==> src/rtl/uart_link_scheduler.sv <==
// Link scheduler for the shared uart_module: arbitrates urgent and periodic
// TX frames with a minimum write gap, drains/decodes RX frames, runs a watchdog.
module uart_link_scheduler #(
   parameter int TX_PERIOD = 15625,
   parameter int MIN_GAP   = 4096,
   parameter int TIMEOUT   = 10_000_000
) (
   input  logic        basys_clk,
   input  logic        rst_n,
   input  logic        urgent_req,
   input  logic [15:0] urgent_data,
   output logic        urgent_ack,
   output logic        urgent_ovr,
   input  logic        periodic_en,
   input  logic [15:0] periodic_data,
   output logic        write_uart,
   output logic [15:0] write_data,
   input  logic        rx_empty,
   input  logic [15:0] read_data,
   output logic        read_uart,
   output logic        rx_valid,
   output logic [1:0]  rx_tag,
   output logic [13:0] rx_payload,
   output logic        rx_err,
   output logic        link_up,
   output logic        tx_state_dbg,
   output logic [1:0]  rx_state_dbg
);

   localparam int PW = (TX_PERIOD > 1) ? $clog2(TX_PERIOD) : 1;
   localparam int GW = (MIN_GAP > 1) ? $clog2(MIN_GAP) : 1;
   localparam int WW = $clog2(TIMEOUT + 1);
   localparam logic [PW-1:0] P_LAST = PW'(TX_PERIOD - 1);
   localparam logic [GW-1:0] G_LAST = GW'(MIN_GAP - 2);
   localparam logic [WW-1:0] W_MAX  = WW'(TIMEOUT);

   typedef enum logic {T_IDLE, T_GAP} tx_state_e;
   typedef enum logic [1:0] {R_IDLE, R_DEC, R_WAIT} rx_state_e;

   tx_state_e   tx_q, tx_d;
   rx_state_e   rx_q, rx_d;
   logic [GW-1:0] gap_q, gap_d;
   logic [PW-1:0] pcnt_q, pcnt_d;
   logic [WW-1:0] wd_q, wd_d;
   logic        upend_q, upend_d, ppend_q, ppend_d;
   logic [15:0] udata_q, udata_d, wdata_q, wdata_d, rbuf_q, rbuf_d;
   logic        wr_q, wr_d, ack_q, ack_d, ovr_q, ovr_d;
   logic        rd_q, rd_d, rxv_q, rxv_d, rxe_q, rxe_d, link_q, link_d;
   logic [1:0]  tag_q, tag_d;
   logic [13:0] pay_q, pay_d;
   logic        u_issue, u_direct, wrap;

   always_comb begin
      tx_d     = tx_q;
      gap_d    = gap_q;
      upend_d  = upend_q;
      udata_d  = udata_q;
      ppend_d  = ppend_q;
      wr_d     = 1'b0;
      wdata_d  = wdata_q;
      ack_d    = 1'b0;
      ovr_d    = 1'b0;
      u_issue  = 1'b0;
      wrap     = (pcnt_q == P_LAST);
      pcnt_d   = wrap ? '0 : pcnt_q + 1'b1;
      // An idle link sends a fresh request straight away to hit the t+1 write.
      u_direct = (tx_q == T_IDLE) && !upend_q && urgent_req;
      case (tx_q)
         T_IDLE: begin
            if (upend_q || urgent_req) begin
               wr_d    = 1'b1;
               ack_d   = 1'b1;
               wdata_d = upend_q ? udata_q : urgent_data;
               upend_d = 1'b0;
               u_issue = 1'b1;
               tx_d    = T_GAP;
               gap_d   = '0;
            end else if (ppend_q && periodic_en) begin
               wr_d    = 1'b1;
               wdata_d = periodic_data;
               ppend_d = 1'b0;
               tx_d    = T_GAP;
               gap_d   = '0;
            end
         end
         T_GAP: begin
            if (gap_q == G_LAST) tx_d = T_IDLE;
            else gap_d = gap_q + 1'b1;
         end
         default: tx_d = T_IDLE;
      endcase
      if (urgent_req && !u_direct) begin
         upend_d = 1'b1;
         udata_d = urgent_data;
         ovr_d   = upend_q && !u_issue;
      end
      if (wrap) ppend_d = 1'b1;
      if (!periodic_en) ppend_d = 1'b0;
   end

   always_comb begin
      rx_d   = rx_q;
      rbuf_d = rbuf_q;
      rd_d   = 1'b0;
      rxv_d  = 1'b0;
      rxe_d  = 1'b0;
      tag_d  = tag_q;
      pay_d  = pay_q;
      case (rx_q)
         R_IDLE: begin
            if (!rx_empty) begin
               rd_d   = 1'b1;
               rbuf_d = read_data;
               rx_d   = R_DEC;
            end
         end
         R_DEC: begin
            if (rbuf_q[15:14] == 2'b11) begin
               rxe_d = 1'b1;
            end else begin
               rxv_d = 1'b1;
               tag_d = rbuf_q[15:14];
               pay_d = rbuf_q[13:0];
            end
            rx_d = R_WAIT;
         end
         R_WAIT:  rx_d = R_IDLE;
         default: rx_d = R_IDLE;
      endcase
      // Only good frames keep the link alive; reserved tags are ignored here.
      if (rxv_d) wd_d = '0;
      else if (wd_q != W_MAX) wd_d = wd_q + 1'b1;
      else wd_d = wd_q;
      if (rxv_d) link_d = 1'b1;
      else if (wd_d == W_MAX) link_d = 1'b0;
      else link_d = link_q;
   end

   always_ff @(posedge basys_clk or negedge rst_n) begin
      if (!rst_n) begin
         tx_q    <= T_IDLE;
         gap_q   <= '0;
         pcnt_q  <= '0;
         upend_q <= 1'b0;
         udata_q <= '0;
         ppend_q <= 1'b0;
         wr_q    <= 1'b0;
         wdata_q <= '0;
         ack_q   <= 1'b0;
         ovr_q   <= 1'b0;
         rx_q    <= R_IDLE;
         rbuf_q  <= '0;
         rd_q    <= 1'b0;
         rxv_q   <= 1'b0;
         rxe_q   <= 1'b0;
         tag_q   <= '0;
         pay_q   <= '0;
         wd_q    <= '0;
         link_q  <= 1'b0;
      end else begin
         tx_q    <= tx_d;
         gap_q   <= gap_d;
         pcnt_q  <= pcnt_d;
         upend_q <= upend_d;
         udata_q <= udata_d;
         ppend_q <= ppend_d;
         wr_q    <= wr_d;
         wdata_q <= wdata_d;
         ack_q   <= ack_d;
         ovr_q   <= ovr_d;
         rx_q    <= rx_d;
         rbuf_q  <= rbuf_d;
         rd_q    <= rd_d;
         rxv_q   <= rxv_d;
         rxe_q   <= rxe_d;
         tag_q   <= tag_d;
         pay_q   <= pay_d;
         wd_q    <= wd_d;
         link_q  <= link_d;
      end
   end

   assign write_uart   = wr_q;
   assign write_data   = wdata_q;
   assign urgent_ack   = ack_q;
   assign urgent_ovr   = ovr_q;
   assign read_uart    = rd_q;
   assign rx_valid     = rxv_q;
   assign rx_err       = rxe_q;
   assign rx_tag       = tag_q;
   assign rx_payload   = pay_q;
   assign link_up      = link_q;
   assign tx_state_dbg = tx_q;
   assign rx_state_dbg = rx_q;

endmodule

==> config.mk <==
export PLATFORM = sky130hd
export DESIGN_NAME = uart_link_scheduler
export DESIGN_NICKNAME = d
export VERILOG_FILES = /design/src/rtl/uart_link_scheduler.sv
export SDC_FILE = /design/constraint.sdc
export NUM_CORES = 1
export LEC_CHECK = 0
export CAP_MARGIN = 20
export CORE_UTILIZATION = 40
export CTS_BUF_LIST = sky130_fd_sc_hd__clkbuf_8
export CTS_CLUSTER_DIAMETER = 120
export CTS_CLUSTER_SIZE = 12
export DETAILED_ROUTE_END_ITERATION = 7
export HOLD_SLACK_MARGIN = 0.05
export PLACE_DENSITY = 0.71
export SKIP_LAST_GASP = 1
export SYNTH_ARGS = -nofsm -noshare
export SYNTH_HDL_FRONTEND = slang
export SYNTH_SLANG_ARGS = --single-unit
==> constraint.sdc <==
create_clock -name basys_clk -period 3.9 [get_ports basys_clk]
set_clock_uncertainty 0.2 [all_clocks]
set_input_delay 0.975 -clock basys_clk [delete_from_list [all_inputs] [get_ports basys_clk]]
set_output_delay 0.975 -clock basys_clk [all_outputs]
set_load 0.01 [all_outputs]
* Yosys cells after proc, flatten, opt, wreduce, memory -nomap -nowiden *
Cells that the tools add are included.

word-level totals
  memories = 0
  input bits = 53
  register bits after elaboration = 126
  memory bits (writable) = 0
  word-level logic and storage cells = 93
  output and inout bits = 42
  memory bits (read-only) = 0
  latch bits = 0

operators by class
  div/mod/pow operators = 0
  shifts and indexed selects = 0
  multiplexer cells = 36
  equal/unequal tests = 13
  $lt $le $gt $ge = 0
  bitwise logic cells = 3
  reduce and logical (&&, ||, !) cells = 19
  multipliers = 0
  add/sub/neg operators = 3

operator list
  cell                                           number
  two-way mux 16 bit                             3
  two-way mux 24 bit                             2
  two-way mux 12 bit                             3
  adder 24 x 1 -> 24 bit, second input constant  1
  == test 24 bit, second input constant          1
  != test 24 bit, second input constant          1
  one-hot mux 12 bit (2 select lines)            1
  two-way mux 1 bit                              23
  adder 14 x 1 -> 14 bit, second input constant  1
  == test 14 bit, second input constant          1
  two-way mux 14 bit                             1
  adder 12 x 1 -> 12 bit, second input constant  1
  == test 12 bit, second input constant          1
  AND reduction 2 bit                            5
  != test 3 x 1 -> 1 bit, second input constant  2
  nonzero test 2 bit                             3
  logical AND 1 bit                              5
  != test 2 bit, second input constant           2
  one-hot mux 2 bit (2 select lines)             1
  zero test 1 bit                                3
  != test 3 x 2 -> 1 bit, second input constant  1
  != test 3 bit, second input constant           1
  NOT 1 bit                                      3
  AND reduction 3 bit                            1
  other kinds (7)                                7

* Longest topological paths before layout *
  depth after elaboration = 7
  mapped depth = 9
  gate-level depth less buffers = 9

* Least setup slack after synthesis *
Ideal clock, no wire load.

  kind = flip-flop to flip-flop
  from = register wd_q[2]
  to = register link_q (netlist: link_up)
  cell stages (with the launch flop) = 8
  data arrival time = 2.515 ns
  period minus slack after synthesis = 2.841 ns
  setup time = 0.126 ns
  path slack = 1.059 ns
  cell sequence = dfrtp_1 -> or3b_1 -> or4_4 -> nor4_4 -> mux2_4 -> nand4_1 -> or4_1 -> o32a_1

on the way
  word-level cells in the longest chain between the ends = 5
  elaborated cells on any way between the ends = 6
  those cells by class = add/sub (1); eq/ne (2); mux (2); reduce/logical (1)

RTL lines
  what                                                      line  source
  start, declared                                           44    logic [WW-1:0] wd_q, wd_d;
  start signal, assigned                                    178   wd_q <= wd_d;
  adder 24 x 1 -> 24 bit or != test 24 bit (tied branches)  132   else if (wd_q != W_MAX) wd_d = wd_q + 1'b1;
  two-way mux 24 bit *                                      132
  two-way mux 24 bit *                                      131   if (rxv_d) wd_d = '0;
  == test 24 bit *                                          135   else if (wd_d == W_MAX) link_d = 1'b0;
  nonzero test 2 bit (no source line) *                     -
  end signal, assigned                                      179   link_q <= link_d;
  end, declared                                             48    logic rd_q, rd_d, rxv_q, rxv_d, rxe_q, rxe_d, link_q, link_d;

Mark *: on every way between the ends. The rest lies on a longest branch, timed or not.
A chain may end at the register's enable or synchronous reset.

* Final worst setup path *
  from = register wd_q[1]
  to = register link_q (netlist: link_up)

on the way
  word-level cells in the longest chain between the ends = 5
  elaborated cells on any way between the ends = 6
  those cells by class = add/sub (1); eq/ne (2); mux (2); reduce/logical (1)

RTL lines
  what                                                      line
  adder 24 x 1 -> 24 bit or != test 24 bit (tied branches)  132
  two-way mux 24 bit *                                      132
  two-way mux 24 bit *                                      131
  via wd_d[22]                                              44
  == test 24 bit *                                          135
  nonzero test 2 bit (no source line) *                     -

The timed path passes the listed nets; every way through them passes the cells marked *.

==> reports/metrics.yaml <==
routed-via-count: 4175
top_layer_used: "met4"
gpl.final_weighted_congestion: 0.852
number_of_antenna_cells_inserted: 0
worstSetupPathType: "register to register"
hpwl_um: 8250
cts-root-buf: "clkbuf_8"
worst_hold_path_type: "register to register"
grt_first_pass_wirelength_um: 20100
all_layer_global_routing_usage_pct: 17.5
postSynthCellCount: 526
syn_avg_cell_area_um2: 10.9
period_minus_slack_ps: 3040
drcViolationCount: 0
maxCapViolations: 0
clk_path_buf_depth: 2
setup_tns_ps: 0
fp.dieArea_um2: 14900
detail_route.vias_per_cell: 5.10
timing.critical_path.required_ps: 4010
final_nets: 687
placedInstanceArea_um2: 6930
die_h_um: 122
cts_hold_repair.buffers: 0
core-area_um2: 13900
met3_layer_wire_length_in_the_routed_design_um: 818
synth-seq-area-share_pct: 54.8
critPathLaunchType: "register"
warnings_synthesis: 0
postSynthRegisterBits: 126
ctsHtreeMaxLevel: 4
numCtsBuffers: 17
wirelength_um: 11900
wl_met2_um: 5790
power_dens_cells_nw_per_um2: 545
route.layer.met1.wl_um: 5080
period_share_pct: 77.8
worstPathCellList: "ha_1, nand4_1, buf_4, nor4_1, xnor2_1, nor2_1, or4b_2, o32a_1"
num_io_pins: 95
tightestPinTransition_ps: 965
hold-worst-slack_ps: 285
area.growth.synth_to_final_pct: 27.7
timing.final.hold_violations: 0
wl_per_cell_um: 14.5
cts_tree: "done"
synth_area_um2: 5750
core.rowCount: 43
postCtsSetupRepairBufs: 0
clock-sinks: 126
rsz0062_at_grt: "no"
fp.dieW_um: 122
drt_iter0_drc: 175
grt-ovfl-total: 0
first_global_vias: 4250
setup-violations-final: 0
timing.fmax_mhz: 329
worst_path_cell_with_the_longest_stage_delay: "or4b_2"
fillerInstances: 1214
antenna_found_initial: 0
share_of_layout_cells_above_drive_strength_1_pct: 14.4
run_status: "finished clean"
ant_nets: 0
drt-pass1-iter-count: 4
clk_latency_ps: 430
leakage_nw: 3.13
worst_path_largest_cell_delay_ps: 700
kind_of_end_point_of_the_critical_path: "register"
final-max-slew-violation-count: 0
cts.clk_slew.worst_paths_ps: 70
max_slew_margin_pct: 34.9
timing.critical_path.arrival_ps: 3150
initial_utilization_pct: 41.3
worstPathMaxFanout: 11
post_synth_num_cell_types: 44
finalInstanceArea_um2: 7350
grt_start_max_net_pins: 127
irDropWorstVdd_mv: 0.267
synth_fp_nets: 585
cts-resized-gates: 0
postLayoutCoreUtil_pct: 52.7
p_total_w: 0.00400
io_buffer_count: 94
[logic make-up after synthesis]
| kind of cell | after synthesis | share of synthesized area [%] |
|---|---|---|
| simple gates | 198 | 16.9 |
| xor+xnor | 44 | 6.70 |
| compound gates | 54 | 5.59 |
| flops | 126 | 54.8 |
| fa+ha+maj | 7 | 1.48 |
| buf+inv | 32 | 2.09 |
| mux | 65 | 12.4 |
[synth_stat cells (all sizes together)]
library cell / instances / area share, %
a21o: 2 / 0.26
a21oi: 16 / 1.4
a221oi: 6 / 0.91
a22oi: 1 / 0.13
a31oi: 1 / 0.11
and2: 1 / 0.11
and2b: 1 / 0.13
and3: 6 / 0.65
and4: 7 / 1.1
buf: 7 / 0.46
clkbuf: 14 / 0.91
dfrtp: 126 / 55
ha: 6 / 1.3
inv: 11 / 0.72
maj3: 1 / 0.17
mux2: 47 / 9.3
mux2i: 18 / 3.1
nand2: 42 / 2.7
nand2b: 3 / 0.33
nand3: 18 / 1.6
nand4: 11 / 1.2
nor2: 75 / 4.9
nor2b: 5 / 0.54
nor3: 9 / 0.78
nor4: 6 / 0.91
nor4b: 4 / 0.61
nor4bb: 1 / 0.17
o21a: 1 / 0.13
o21ai: 23 / 2.0
o31a: 1 / 0.15
o32a: 2 / 0.35
o41ai: 1 / 0.15
or2: 1 / 0.11
or3: 3 / 0.33
or3b: 2 / 0.30
or4: 2 / 0.33
or4b: 1 / 0.17
xnor2: 21 / 3.2
xor2: 23 / 3.5
[final timing paths]
check / cells past startpoint / slack (ps) / end / startpoint
max: 8 / 860 / link_up$_DFFE_PN0P_ / wd_q[1]$_DFF_PN0_
min reg2reg: 2 / 280 / write_data[12]$_DFFE_PN0P_ / write_data[12]$_DFFE_PN0P_
min in group asynchronous: 2 / 380 / rbuf_q[12]$_DFFE_PN0P_ / rst_n
min: 2 / 280 / write_data[12]$_DFFE_PN0P_ / write_data[12]$_DFFE_PN0P_
max reg2reg: 8 / 860 / link_up$_DFFE_PN0P_ / wd_q[1]$_DFF_PN0_
max in group asynchronous: 2 / 2550 / udata_q[5]$_DFFE_PN0P_ / rst_n
[metrics by stage]
step	worst slack, ps	instances
finish	864	819
global route	741	819
CTS	870	818
detailed placement	894	788
global placement	962	788
floorplan	1060	526
[layout by cell type (no fill, tap or decap), types with 18 or more instances in the layout]
cell | Yosys | routed
clkdlybuf4s50_1 | 0 | 93
dfrtp_1 | 126 | 126
mux2i_1 | 18 | 18
mux2_2 | 46 | 46
nand3_1 | 18 | 18
nor2_1 | 75 | 75
o21ai_0 | 22 | 22
clkbuf_8 | 0 | 21
xnor2_1 | 21 | 21
xor2_1 | 23 | 23
nand2_1 | 42 | 42
[cell type report]
type / count / area [um2] / share of cell area [%]
Multi-Input combinational cell: 368 / 2500 / 34.0
Clock inverter: 9 / 95.1 / 1.29
Clock buffer: 21 / 289 / 3.93
Sequential cell: 126 / 3150 / 42.9
Tap cell: 180 / 225 / 3.07
Timing Repair Buffer: 104 / 1050 / 14.2
Inverter: 11 / 41.3 / 0.562
[per-layer routing]
layer | global-route usage [%] | up-vias
li1 | - | 2031
met1 | 20.8 | 2026
met2 | 28.8 | 105
met3 | 6.74 | 13
met4 | 6.25 | 0
met5 | 0 | -
[flip-flops by register name, summed over array words and instances, names as in the netlist, 2 cells and up]
register and cells:
gap_q 12, pcnt_q 14, rbuf_q 16, rx_payload 14, rx_state_dbg 2, rx_tag 2, udata_q 16, wd_q 24
write_data 16
[power breakdown]
group	switching (W)	internal, W
logic	0.000451	0.000617
registers	0.000225	0.00162
clock network	0.000473	0.000619
total	0.00115	0.00285
[worst max-delay path: cells and delay by family (launching register included)]
| kind | cells | cell delay [ps] |
|---|---|---|
| buf+inv | 1 | 200 |
| compound gates | 1 | 340 |
| xor+xnor | 1 | 160 |
| flops | 1 | 450 |
| fa+ha+maj | 1 | 300 |
| simple gates | 4 | 1250 |
Note: power is estimated with default switching activity, not from simulation.
